[src/rtl/npc_pkg.sv]
// Shared NPC definitions: arbiter FSM states, owner encoding and the
// default address/data widths used by the memory-side blocks.
package npc_pkg;

   localparam int DEF_ADDR_W = 32;
   localparam int DEF_DATA_W = 32;

   // Arbiter transaction phases
   typedef enum logic [1:0] {
      ST_IDLE = 2'd0,
      ST_REQ  = 2'd1,
      ST_WAIT = 2'd2,
      ST_RESP = 2'd3
   } state_t;

   // Which requester owns the outstanding transaction
   typedef enum logic {
      OWN_IFU = 1'b0,
      OWN_LSU = 1'b1
   } owner_t;

endpackage

[src/rtl/arb2_rr.sv]
// Two-way round-robin grant between IFU and LSU. On a tie the side that
// did not win last time is granted; nothing is granted while disabled.
module arb2_rr (
   input  logic en,
   input  logic ifu_valid,
   input  logic lsu_valid,
   input  logic last_lsu,
   output logic ifu_gnt,
   output logic lsu_gnt
);

   // Purely combinational grant, mutually exclusive by construction
   always_comb begin
      ifu_gnt = en && ifu_valid && (!lsu_valid || last_lsu);
      lsu_gnt = en && lsu_valid && (!ifu_valid || !last_lsu);
   end

endmodule

[src/rtl/mem_arbiter.sv]
// Shares the single NPC memory port between IFU and LSU. One transaction
// is in flight at a time; its fields are latched at grant and held on the
// memory side until accepted, and the response is steered to the owner.
module mem_arbiter
   import npc_pkg::*;
#(
   parameter int ADDR_W = DEF_ADDR_W,
   parameter int DATA_W = DEF_DATA_W
) (
   input  logic                clk,
   input  logic                rst,
   // IFU side
   input  logic                ifu_req_valid,
   output logic                ifu_req_ready,
   input  logic [ADDR_W-1:0]   ifu_addr,
   output logic                ifu_resp_valid,
   output logic [DATA_W-1:0]   ifu_resp_data,
   // LSU side
   input  logic                lsu_req_valid,
   output logic                lsu_req_ready,
   input  logic [ADDR_W-1:0]   lsu_addr,
   input  logic                lsu_wen,
   input  logic [DATA_W-1:0]   lsu_wdata,
   input  logic [DATA_W/8-1:0] lsu_wmask,
   output logic                lsu_resp_valid,
   output logic [DATA_W-1:0]   lsu_resp_data,
   // Memory side
   output logic                mem_req_valid,
   input  logic                mem_req_ready,
   output logic [ADDR_W-1:0]   mem_addr,
   output logic                mem_wen,
   output logic [DATA_W-1:0]   mem_wdata,
   output logic [DATA_W/8-1:0] mem_wmask,
   input  logic                mem_resp_valid,
   input  logic [DATA_W-1:0]   mem_resp_data
);

   state_t state;
   owner_t owner;
   logic   last_lsu;
   logic   arb_en;
   logic   ifu_gnt;
   logic   lsu_gnt;

   // Grants are only offered while no transaction is outstanding
   assign arb_en = (state == ST_IDLE);

   arb2_rr u_arb (
      .en        (arb_en),
      .ifu_valid (ifu_req_valid),
      .lsu_valid (lsu_req_valid),
      .last_lsu  (last_lsu),
      .ifu_gnt   (ifu_gnt),
      .lsu_gnt   (lsu_gnt)
   );

   assign ifu_req_ready = ifu_gnt;
   assign lsu_req_ready = lsu_gnt;

   // Transaction FSM with latched request fields and registered responses.
   // last_lsu resets to 1 so the IFU wins the very first tie.
   always_ff @(posedge clk or posedge rst) begin
      if (rst) begin
         state          <= ST_IDLE;
         owner          <= OWN_IFU;
         last_lsu       <= 1'b1;
         mem_req_valid  <= 1'b0;
         mem_addr       <= '0;
         mem_wen        <= 1'b0;
         mem_wdata      <= '0;
         mem_wmask      <= '0;
         ifu_resp_valid <= 1'b0;
         ifu_resp_data  <= '0;
         lsu_resp_valid <= 1'b0;
         lsu_resp_data  <= '0;
      end else begin
         ifu_resp_valid <= 1'b0;
         lsu_resp_valid <= 1'b0;
         case (state)
            ST_IDLE: begin
               if (ifu_gnt || lsu_gnt) begin
                  owner         <= lsu_gnt ? OWN_LSU : OWN_IFU;
                  last_lsu      <= lsu_gnt;
                  // Fetches are always plain reads with no byte strobes
                  mem_addr      <= lsu_gnt ? lsu_addr  : ifu_addr;
                  mem_wen       <= lsu_gnt && lsu_wen;
                  mem_wdata     <= lsu_gnt ? lsu_wdata : '0;
                  mem_wmask     <= lsu_gnt ? lsu_wmask : '0;
                  mem_req_valid <= 1'b1;
                  state         <= ST_REQ;
               end
            end
            ST_REQ: begin
               if (mem_req_ready) begin
                  mem_req_valid <= 1'b0;
                  state         <= ST_WAIT;
               end
            end
            ST_WAIT: begin
               if (mem_resp_valid) begin
                  if (owner == OWN_LSU) begin
                     lsu_resp_data  <= mem_resp_data;
                     lsu_resp_valid <= 1'b1;
                  end else begin
                     ifu_resp_data  <= mem_resp_data;
                     ifu_resp_valid <= 1'b1;
                  end
                  state <= ST_RESP;
               end
            end
            ST_RESP: begin
               state <= ST_IDLE;
            end
            default: begin
               state <= ST_IDLE;
            end
         endcase
      end
   end

endmodule

[config.mk]
export PLATFORM = sky130hd
export DESIGN_NAME = mem_arbiter
export DESIGN_NICKNAME = d
export VERILOG_FILES = /design/src/rtl/npc_pkg.sv /design/src/rtl/arb2_rr.sv /design/src/rtl/mem_arbiter.sv
export SDC_FILE = /design/constraint.sdc
export NUM_CORES = 1
export LEC_CHECK = 0
export BUFFER_PORTS_ARGS = -buffer_cell sky130_fd_sc_hd__clkbuf_2
export CAP_MARGIN = 5
export CORE_ASPECT_RATIO = 0.5
export CORE_UTILIZATION = 35
export CTS_BUF_LIST = sky130_fd_sc_hd__clkbuf_8
export DETAILED_ROUTE_END_ITERATION = 6
export PLACE_DENSITY = 0.62
export SYNTH_ARGS = -nofsm -noshare
export SYNTH_HDL_FRONTEND = slang
export SYNTH_SLANG_ARGS = --single-unit
[constraint.sdc]
create_clock -name clk -period 6 [get_ports clk]
set_clock_uncertainty 0.1 [all_clocks]
set_input_delay 1.2 -clock clk [delete_from_list [all_inputs] [get_ports clk]]
set_output_delay 1.2 -clock clk [all_outputs]
set_load 0.005 [all_outputs]
==> key figures <==
Run status
  – Status: finished, final reports clean

STA
  – Worst hold margin: 0.401 ns
  – Rel. slew slack: 0.241
  – Setup TNS: 0 ns
  – Measured slew at the worst slew-check pin: 1.14 ns
  – Crit share post-route: 0.605
  – Slew Viols, Final: 0
  – RSZ-0062 raised after global routing: false
  – Final-report hold violation count: 0
  – Final setup violation count: 0
  – Final Critical Period: 3.63 ns
  – Peak Freq: 276 MHz

Clock network
  – Root Buffer: clkbuf_8
  – CTS sink count: 140
  – Worst-path clk slew: 0.07 ns
  – Post-CTS Setup Inserts: 0
  – Post-CTS sizing: 0
  – Num CTS Buffers: 17
  – Longest Clk Path Bufs: 2
  – Later-pin clock latency in the skew report: 0.42 ns
  – CTS HTree Levels: 4
  – TritonCTS clock tree: built
  – Cts hold-fix bufs: 0

GRT
  – Overall global routing resource usage: 0.188
  – Total congestion overflow: 0
  – Initial antenna violation count: 0
  – Number of global-route vias before repair: 4616
  – Largest net degree at the start of global routing: 92
  – First-pass GRT wire length: 24600 µm

Yosys
  – Async SR Flop Fraction: 1.00
  – Synth Flop Type: dfrtp_1
  – Post-synthesis cell area: 5720 µm²
  – Adder-Cell Fraction of Synth Area: 0.00656
  – Mapped Cells: 442
  – Syn avg cell area: 12.9 µm²
  – Simple-Gate Fraction of Synth Area: 0.0302
  – Synth warn: 0
  – Synth unique cells: 30
  – Largest area contributor in the netlist: dfrtp_1
  – Synth top cells by count: 139 x dfrtp_1, 65 x mux2_2, 37 x a22o_1
  – Synthesis-stage register bit count: 140
  – Post-synthesis xor/xnor area fraction: 0
  – Synth top area share: 0.608
  – Post-synth EDFFs: 0
  – Largest family of logic cells by synthesized area: compound AO/OA/AOI/OAI gates
  – Most frequent cell after synthesis: dfrtp_1
  – Seq/Total Area, Yosys: 0.613
  – Synthesized net count: 584
  – Synth Area in Compound Gates: 0.180
  – Top post-synthesis cells by area: dfrtp_1 61%, mux2_2 13%, a22o_1 5.7%
  – Mux contribution to synthesized area: 0.128

Final layout
  – Ant. Diodes: 0
  – Share of cells above drive strength 1: 0.540
  – Synth-to-layout area growth: 33.7%
  – Filler Cell Count: 1501
  – Final design instance area without fill: 7640 µm²
  – Finished Layout Cells: 936
  – Nets: 845

Floorplanning
  – Die H: 92.4 µm
  – Row Count: 32
  – Initial cell density of the core: 0.364
  – Core Area: 15700 µm²
  – # IOs: 277
  – Die area: 16900 µm²
  – Die X: 183 µm

Worst hold path
  – Hold path cells: 1
  – Hold path startpoint: mem_wdata[30]
  – Hold Path Class: reg2reg
  – Hold path endpoint: mem_wdata[30]

Critical path
  – Crit path max-delay cell type: clkbuf_2
  – Setup crit end kind: output port
  – CP cell instances: clkbuf_2, nand2_1, nor2_2, clkbuf_2
  – Cell mode on critical path: clkbuf_2
  – FF-to-FF End: mem_addr[27]
  – Worst EP arrival: 2.33 ns
  – Worst stage delay on the critical path: 0.62 ns
  – Startpoint Class: input port
  – Reg2Reg Setup Slack: 3.17 ns
  – Critical path class: in2out
  – Critical R2R Launch: state[0]
  – WP data required: 4.70 ns
  – Crit path max fanout: 39
  – Worst r2r path cells: 5

Placement
  – Placed Cells incl. Taps: 905
  – Area after DPL: 7240 µm²
  – Routability cong.: 0.785
  – Dpl hpwl: 10500 µm
  – PortBufs: 276

Power
  – Leakage: 3.77 nW
  – Max VDD drop: 0.187 mV
  – Power Total: 3.97 mW
  – PwrDens: 520 nW/µm²

Route
  – DR vias: 4650
  – Routed Antenna Nets: 0
  – Via density: 4.97
  – Drt wl/cell: 16.6 µm
  – Detailed Route Iter0 Violations: 164
  – Total iterations of the first detailed-routing run: 4
  – DR DRC count: 0
  – WL final: 15500 µm

Job
  – Max Cap Viol: 0
-- stage by stage --
step | setup WS, ns | utilization
after floorplan | 0.949 | -
after global placement | 2.39 | 0.461
after detailed placement | 2.38 | 0.461
after CTS | 2.38 | 0.487
after global routing | 2.27 | 0.487
final | 2.37 | 0.487
-- where the power goes --
part,switching (mW),internal (mW)
logic,0.750,0.779
clock network,0.379,0.411
registers,0.241,1.41
total,1.37,2.60
-- metal layers --
metal / part of all wire / GRT usage / vias to the layer above
li1: - / - / 2187
met1: 0.42 / 0.227 / 2294
met2: 0.52 / 0.331 / 141
met3: 0.041 / 0.0338 / 28
met4: 0.023 / 0.0840 / 0
met5: 0 / 0 / -
-- critical path, delay by kind of cell --
family / cells / cell delay, ns
and+or+nand+nor: 2 / 0.35
buffers and inverters: 2 / 0.77
-- placed cells by master (no fill, tap or decap) --
cell	synthesis	layout
a21oi_1	1	1
a21o_1	1	1
nor2_2	1	1
bufinv_16	0	3
o21a_2	0	1
clkinv_4	0	6
a32o_1	1	1
clkinv_1	1	1
a22o_1	37	37
clkinv_2	0	4
nand3b_1	1	1
inv_1	7	6
buf_4	4	8
o32a_1	1	1
mux2_2	65	65
inv_6	0	2
ha_1	3	3
o21ai_0	34	33
clkbuf_2	1	276
clkbuf_8	0	17
a221oi_1	1	1
dfrtp_1	139	139
nand2_1	3	3
o21ai_2	0	1
or3_1	1	1
o22ai_1	1	1
nor2b_1	1	1
nand3_2	0	1
and2_1	1	1
nor2_1	33	33
dfstp_2	1	1
a31oi_1	32	32
o2111ai_1	32	32
-- logic make-up after synthesis --
group / after synthesis
AO/OA/AOI/OAI: 142
flip-flops: 140
multiplexers: 65
buffers and inverters: 50
AND/OR/NAND/NOR: 42
adder cells (fa/ha/maj): 3
-- registers in the layout (all words and copies together), names as in the netlist --
| name | count |
|---|---|
| owner | 1 |
| ifu_resp_data | 32 |
| mem_wmask | 4 |
| mem_wen | 1 |
| mem_wdata | 32 |
| mem_req_valid | 1 |
| lsu_resp_data | 32 |
| ifu_resp_valid | 1 |
| last_lsu | 1 |
| state | 2 |
| mem_addr | 32 |
| lsu_resp_valid | 1 |
-- cell type report --
class	count	area [µm²]	share of cell area
Clock buffer	17	234	0.0306
Clock inverter	14	171	0.0224
Inverter	8	35.0	0.00458
Multi-Input combinational cell	252	1980	0.259
Sequential cell	140	3500	0.458
Tap cell	221	277	0.0362
Timing Repair Buffer	284	1440	0.189
-- worst max-delay path by stage --
stage                        startpoint                to  slack, ns  cells past startpoint
after floorplan                     rst  ifu_resp_data[0]       0.95                      1
after global placement    lsu_req_valid     lsu_req_ready       2.39                      4
after detailed placement  lsu_req_valid     lsu_req_ready       2.38                      4
after CTS                 lsu_req_valid     lsu_req_ready       2.38                      4
after global routing      lsu_req_valid     lsu_req_ready       2.27                      4
final                     lsu_req_valid     lsu_req_ready       2.37                      4
No activity file was read; power rests on OpenSTA's default activity.
